`config.mk`:
```
export PLATFORM = sky130hd
export DESIGN_NAME = lattice_bidir_pad_ctrl
export DESIGN_NICKNAME = d
export VERILOG_FILES = /design/src/rtl/lattice_bidir_pad_ctrl_pkg.sv /design/src/rtl/lattice_pad_in_filter.sv /design/src/rtl/lattice_bidir_pad_ctrl.sv
export SDC_FILE = /design/constraint.sdc
export NUM_CORES = 1
export LEC_CHECK = 0
export BUFFER_PORTS_ARGS = -buffer_cell sky130_fd_sc_hd__buf_2
export CORE_MARGIN = 2
export CORE_UTILIZATION = 49
export CTS_CLUSTER_SIZE = 12
export DETAILED_ROUTE_END_ITERATION = 8
export PLACE_DENSITY = 0.77
export SLEW_MARGIN = 25
export SYNTH_ARGS = -nofsm -noshare
export SYNTH_HDL_FRONTEND = slang
export SYNTH_HIERARCHICAL = 1
export SYNTH_SLANG_ARGS = --single-unit
export TNS_END_PERCENT = 30
```
`constraint.sdc`:
```
create_clock -name CLK -period 1.6 [get_ports CLK]
set_input_delay 0.16 -clock CLK [delete_from_list [all_inputs] [get_ports CLK]]
set_output_delay 0.16 -clock CLK [all_outputs]
set_load 0.005 [all_outputs]
```
`src/rtl/lattice_bidir_pad_ctrl_pkg.sv`:
```
// Shared definitions for the bidirectional pad controller:
// FSM encoding, tristate polarity and parameter limits.
package lattice_bidir_pad_ctrl_pkg;

   typedef enum logic [1:0] {
      ST_HIZ      = 2'd0,
      ST_TURN_ON  = 2'd1,
      ST_DRIVE    = 2'd2,
      ST_TURN_OFF = 2'd3
   } pad_state_e;

   localparam logic PAD_T_HIZ   = 1'b1;
   localparam logic PAD_T_DRIVE = 1'b0;

   localparam int SYNC_MIN = 2;
   localparam int SYNC_MAX = 4;
   localparam int DEB_MIN  = 1;
   localparam int DEB_MAX  = 255;
   localparam int TURN_MAX = 15;

endpackage

```
`src/rtl/lattice_pad_in_filter.sv`:
```
// Pad input conditioning: synchroniser, debounce filter
// and one-cycle rise/fall pulses aligned with DIN.
module lattice_pad_in_filter
   import lattice_bidir_pad_ctrl_pkg::*;
#(
   parameter int SYNC_STAGES     = 2,
   parameter int DEBOUNCE_CYCLES = 4
) (
   input  logic CLK,
   input  logic RSTN,
   input  logic PAD_O,
   output logic DIN,
   output logic RISE,
   output logic FALL
);

   localparam logic [7:0] DEB_LAST = 8'(DEBOUNCE_CYCLES - 1);

   logic [SYNC_STAGES-1:0] sync_q, sync_d;
   logic [7:0]             cnt_q, cnt_d;
   logic                   din_q, din_d;
   logic                   rise_q, rise_d;
   logic                   fall_q, fall_d;
   logic                   s;

   always_comb begin
      sync_d = {sync_q[SYNC_STAGES-2:0], PAD_O};
      s      = sync_q[SYNC_STAGES-1];
      cnt_d  = cnt_q + 8'd1;
      din_d  = din_q;
      rise_d = 1'b0;
      fall_d = 1'b0;
      if (s == din_q) begin
         cnt_d = '0;
      end else if (cnt_q == DEB_LAST) begin
         // a full run of mismatches commits the new level
         din_d  = s;
         cnt_d  = '0;
         rise_d = s;
         fall_d = ~s;
      end
   end

   always_ff @(posedge CLK or negedge RSTN) begin
      if (!RSTN) begin
         sync_q <= '0;
         cnt_q  <= '0;
         din_q  <= 1'b0;
         rise_q <= 1'b0;
         fall_q <= 1'b0;
      end else begin
         sync_q <= sync_d;
         cnt_q  <= cnt_d;
         din_q  <= din_d;
         rise_q <= rise_d;
         fall_q <= fall_d;
      end
   end

   assign DIN  = din_q;
   assign RISE = rise_q;
   assign FALL = fall_q;

endmodule

```
`src/rtl/lattice_bidir_pad_ctrl.sv`:
```
// Fabric-side controller for one BB/BBPU/BBPD pad: registered
// drive with turnaround dead cycles plus a conditioned input path.
module lattice_bidir_pad_ctrl
   import lattice_bidir_pad_ctrl_pkg::*;
#(
   parameter int SYNC_STAGES     = 2,
   parameter int DEBOUNCE_CYCLES = 4,
   parameter int TURN_CYCLES     = 1
) (
   input  logic CLK,
   input  logic RSTN,
   input  logic OE_REQ,
   input  logic DOUT,
   input  logic PAD_O,
   output logic PAD_I,
   output logic PAD_T,
   output logic DRIVING,
   output logic DIN,
   output logic RISE,
   output logic FALL
);

   if (SYNC_STAGES < SYNC_MIN || SYNC_STAGES > SYNC_MAX) begin : g_bad_sync
      $error("SYNC_STAGES out of range");
   end
   if (DEBOUNCE_CYCLES < DEB_MIN || DEBOUNCE_CYCLES > DEB_MAX) begin : g_bad_deb
      $error("DEBOUNCE_CYCLES out of range");
   end
   if (TURN_CYCLES < 0 || TURN_CYCLES > TURN_MAX) begin : g_bad_turn
      $error("TURN_CYCLES out of range");
   end

   localparam logic [3:0] TURN_LAST =
      (TURN_CYCLES == 0) ? 4'd0 : 4'(TURN_CYCLES - 1);

   pad_state_e state_q, state_d;
   logic [3:0] turn_q, turn_d;
   logic       pad_t_q, pad_t_d;
   logic       driving_q, driving_d;
   logic       pad_i_q, pad_i_d;

   always_ff @(posedge CLK or negedge RSTN) begin
      if (!RSTN) begin
         state_q   <= ST_HIZ;
         turn_q    <= '0;
         pad_t_q   <= PAD_T_HIZ;
         driving_q <= 1'b0;
         pad_i_q   <= 1'b0;
      end else begin
         state_q   <= state_d;
         turn_q    <= turn_d;
         pad_t_q   <= pad_t_d;
         driving_q <= driving_d;
         pad_i_q   <= pad_i_d;
      end
   end

   always_comb begin
      state_d = state_q;
      turn_d  = turn_q;
      unique case (state_q)
         ST_HIZ: begin
            if (OE_REQ) begin
               turn_d  = '0;
               state_d = (TURN_CYCLES == 0) ? ST_DRIVE : ST_TURN_ON;
            end
         end
         ST_TURN_ON: begin
            if (!OE_REQ) begin
               state_d = ST_HIZ;
            end else if (turn_q == TURN_LAST) begin
               state_d = ST_DRIVE;
            end else begin
               turn_d = turn_q + 4'd1;
            end
         end
         ST_DRIVE: begin
            if (!OE_REQ) begin
               turn_d  = '0;
               state_d = (TURN_CYCLES == 0) ? ST_HIZ : ST_TURN_OFF;
            end
         end
         ST_TURN_OFF: begin
            // release always runs to completion
            if (turn_q == TURN_LAST) begin
               state_d = ST_HIZ;
            end else begin
               turn_d = turn_q + 4'd1;
            end
         end
         default: state_d = ST_HIZ;
      endcase
   end

   always_comb begin
      pad_t_d   = (state_d == ST_DRIVE) ? PAD_T_DRIVE : PAD_T_HIZ;
      driving_d = (state_d == ST_DRIVE);
      pad_i_d   = DOUT;
   end

   assign PAD_T   = pad_t_q;
   assign DRIVING = driving_q;
   assign PAD_I   = pad_i_q;

   lattice_pad_in_filter #(
      .SYNC_STAGES    (SYNC_STAGES),
      .DEBOUNCE_CYCLES(DEBOUNCE_CYCLES)
   ) u_in_filter (
      .CLK  (CLK),
      .RSTN (RSTN),
      .PAD_O(PAD_O),
      .DIN  (DIN),
      .RISE (RISE),
      .FALL (FALL)
   );

endmodule

```
==> metrics.md <==
| Metric | Value |
|---|---|
| Synth Area in Simple Gates | 0.226 |
| I/O Pins | 11 |
| Average size of a mapped cell | 11.5 µm² |
| Area share of the largest cell type after synthesis | 0.495 |
| Crit-path max FO | 3 |
| Post-synth EDFFs | 0 |
| H-tree depth | 1 |
| Layout cell share with drive strength beyond 1 | 0.364 |
| Failing checks | setup timing |
| Clk pin slew, worst setup/hold paths | approximately 120 ps |
| Filler cell count | about 170 |
| Post-synthesis register bit count | 22 |
| GR peak layer | met2 |
| Vias | 780 |
| Initial antenna violation count | 0 |
| Largest net degree at the start of global routing | 23 |
| Vias in the first global route | 731 |
| RSZ-0062 raised after global routing | true |
| Crit share post-route | 1.11 |
| Final core occ | 0.656 |
| R2R Path Start | u_in_filter/cnt_q[6] |
| First-pass GRT wire length | 3080 µm |
| Syn Nets | 100 |
| Adder-cell share of the synthesized area | 0.0353 |
| Hpwl dp | 1340 µm |
| CTS tree | built |
| ANT cells | 0 |
| Worst Path Required | approximately 1800 ps |
| Crit start category | flip-flop |
| Routed len/inst | about 13 µm |
| Post-Layout Cell Count | 145 |
| Clk_lat worst skew | 300 ps |
| Synth area leader | dfrtp_1 |
| Crit path arrival time | 1990 ps |
| Root buffer cell | clkbuf_4 |
| Final hold vios | 0 |
| Setup ws final | -181 ps |
| Outcome | finished with violations |
| Pwr dens | 1520 nW/µm² |
| Synth Cell Area | between 1000 and 1500 µm² |
| Post-Route WL | 1870 µm |
| Synth Instances | just over 90 |
| All-layer global routing usage | 0.164 |
| Clk_skew | approximately 6.2 ps |
| HP Class | in2reg |
| Max clock buf depth | 2 |
| DR pass1 iterations | 4 |
| Routability cong. | roughly 0.76 |
| Nets | 127 |
| Post-detailed-route count of antenna-violating nets | 0 |
| Final Setup Violations | 10 |
| LEAKAGE | 0.000598 µW |
| Initial core utilization | 0.531 |
| Max_slew headroom | 0.693 |
| Synth Area in XOR/XNOR | 0.0330 |
| Hold WS | 153 ps |
| Hold path start | OE_REQ |
| Area grow syn2layout | 23.6% |
| CTS Buf Count | 3 |
| Crit end category | flip-flop |
| Synth warn | 6 |
| Sequential area share after synthesis | 0.519 |
| Number of max-cap violations | 0 |
| Mux share of post-synthesis cell area | 0.0141 |
| Slew @ Worst Pin | 460 ps |
| Top post-synthesis cells by area | dfrtp_1, ha_1, nand3_1 |
| DRC viols | 0 |
| Compound-Gate Fraction of Synth Area | 0.134 |
| Die Ht | 50.6 µm |
| Global Route met3 Usage | 0.0655 |
| Synth unique cells | 37 |
| Start point of the critical path | u_in_filter/cnt_q[6] |
| Num Clock Sinks | 22 |
| Main flop type after synthesis | dfrtp_1 |
| Grt met2 use | 0.281 |
| DR iter-0 viols | 12 |
| Max Freq | 0.561 GHz |
| GRT overflow | 0 |
| Die X-Extent | roughly 51 µm |
| Largest family of logic cells by synthesized area | simple AND/OR/NAND/NOR gates |
| Max VDD drop | between 1 and 1.5 mV |
| M1 GR Usage | 0.185 |
| Vias per Instance | ~5.4 |
| IO buf count | 10 |
| Placed Cells | 137 |
| Ys async rst share | 1.00 |
| Row cnt | 16 |
| Slew Viols, Final | 0 |
| DIE AREA | ~2600 µm² |
| Min Tclk post-route | 1780 ps |
| Critical path class | reg2reg |
| Core Box Area | approximately 2000 µm² |
## metrics by stage
stage	setup slack [ps]	total power [µW]	instance area, µm²	setup TNS (ps)
6_report	-181	2000	1310	-710
5_1_grt	-220	2140	1310	-1260
4_1_cts	-171	2000	1300	-658
3_5_place_dp	-187	1570	1210	-589
3_3_place_gp	-155	1530	1210	-474
2_1_floorplan	-204	1350	1060	-408
## placed cells by master, fill, tap and decap left out, drive strengths merged, types with 4 or more instances in the layout
cell	count
buf	23
dfrtp	21
nand3	7
o21ai	7
nor2	4
nand2	4
nor3b	4
## worst paths after layout
check	slack [ps]	cells past startpoint	end
worst max-delay path	-180	3	u_in_filter/DIN
worst min-delay path	150	2	PAD_T
worst max register to register	-180	3	u_in_filter/DIN
worst min register to register	390	0	u_in_filter/sync_q[1]
max in group asynchronous	940	2	PAD_T
min in group asynchronous	320	2	turn_q[2]
## worst max-delay path, stage by stage (launching register included)
cell	delay, ps
dfrtp_1	400
or4_4	540
or4_4	450
mux2_4	310
## state kept, by name (all words and copies together), names as in the netlist
name / cells
u_in_filter/sync_q: 2
u_in_filter/RISE: 1
u_in_filter/FALL: 1
turn_q: 4
u_in_filter/DIN: 1
state_q: 2
PAD_T: 1
DRIVING: 1
u_in_filter/cnt_q: 8
PAD_I: 1
## cell usage after synthesis (2+ instances only)
master,n
buf_2,2
or4_4,2
xor2_1,2
nand2_1,4
or3_1,3
inv_1,3
nand4_1,2
nor2_1,4
a21oi_1,3
nor3b_1,4
nand3b_1,2
o2111ai_1,2
xnor2_1,2
o21ai_0,5
ha_1,3
dfrtp_1,21
o21ai_2,2
nand3_1,7
## kinds of logic after synthesis
kind of cell,count (synthesis)
AO/OA/AOI/OAI,18
adder cells (fa/ha/maj),3
XOR/XNOR,4
AND/OR/NAND/NOR,37
buffers and inverters,7
flip-flops,22
multiplexers,1
## per-layer routing
metal / wire, µm / up-vias
met4: 16 / 0
met3: 80 / 2
met2: 976 / 14
met5: 0 / -
li1: - / 390
met1: 801 / 374
## power breakdown
part	internal, µW	total (µW)	leakage (µW)	switching (µW)
combinational	397	753	0.000285	356
sequential	696	836	0.000286	140
clock	253	413	0.0000279	159
total	1350	2000	0.000598	655
## area by class of cell
type / count / area, µm² / area share
clock buffer: 3 / 22.5 / 0.0172
inverter: 3 / 11.3 / 0.00858
timing repair buffer: 26 / 178 / 0.135
tap: 27 / 33.8 / 0.0257
clock inverter: 1 / 30.0 / 0.0229
multi-input combinational: 63 / 485 / 0.370
sequential: 22 / 552 / 0.420
## repair_timing
| action | 4_1_cts | 5_1_grt |
|---|---|---|
| setup buffers | 0 | 1 |
| gates cloned | 0 | 0 |
| setup endpoints to repair | 10 | 12 |
| hold buffers | 3 | 0 |
| resized for setup | 2 | 1 |
| endpoints found under the hold margin | 23 | 0 |
Power figures use the tool's default switching activity.
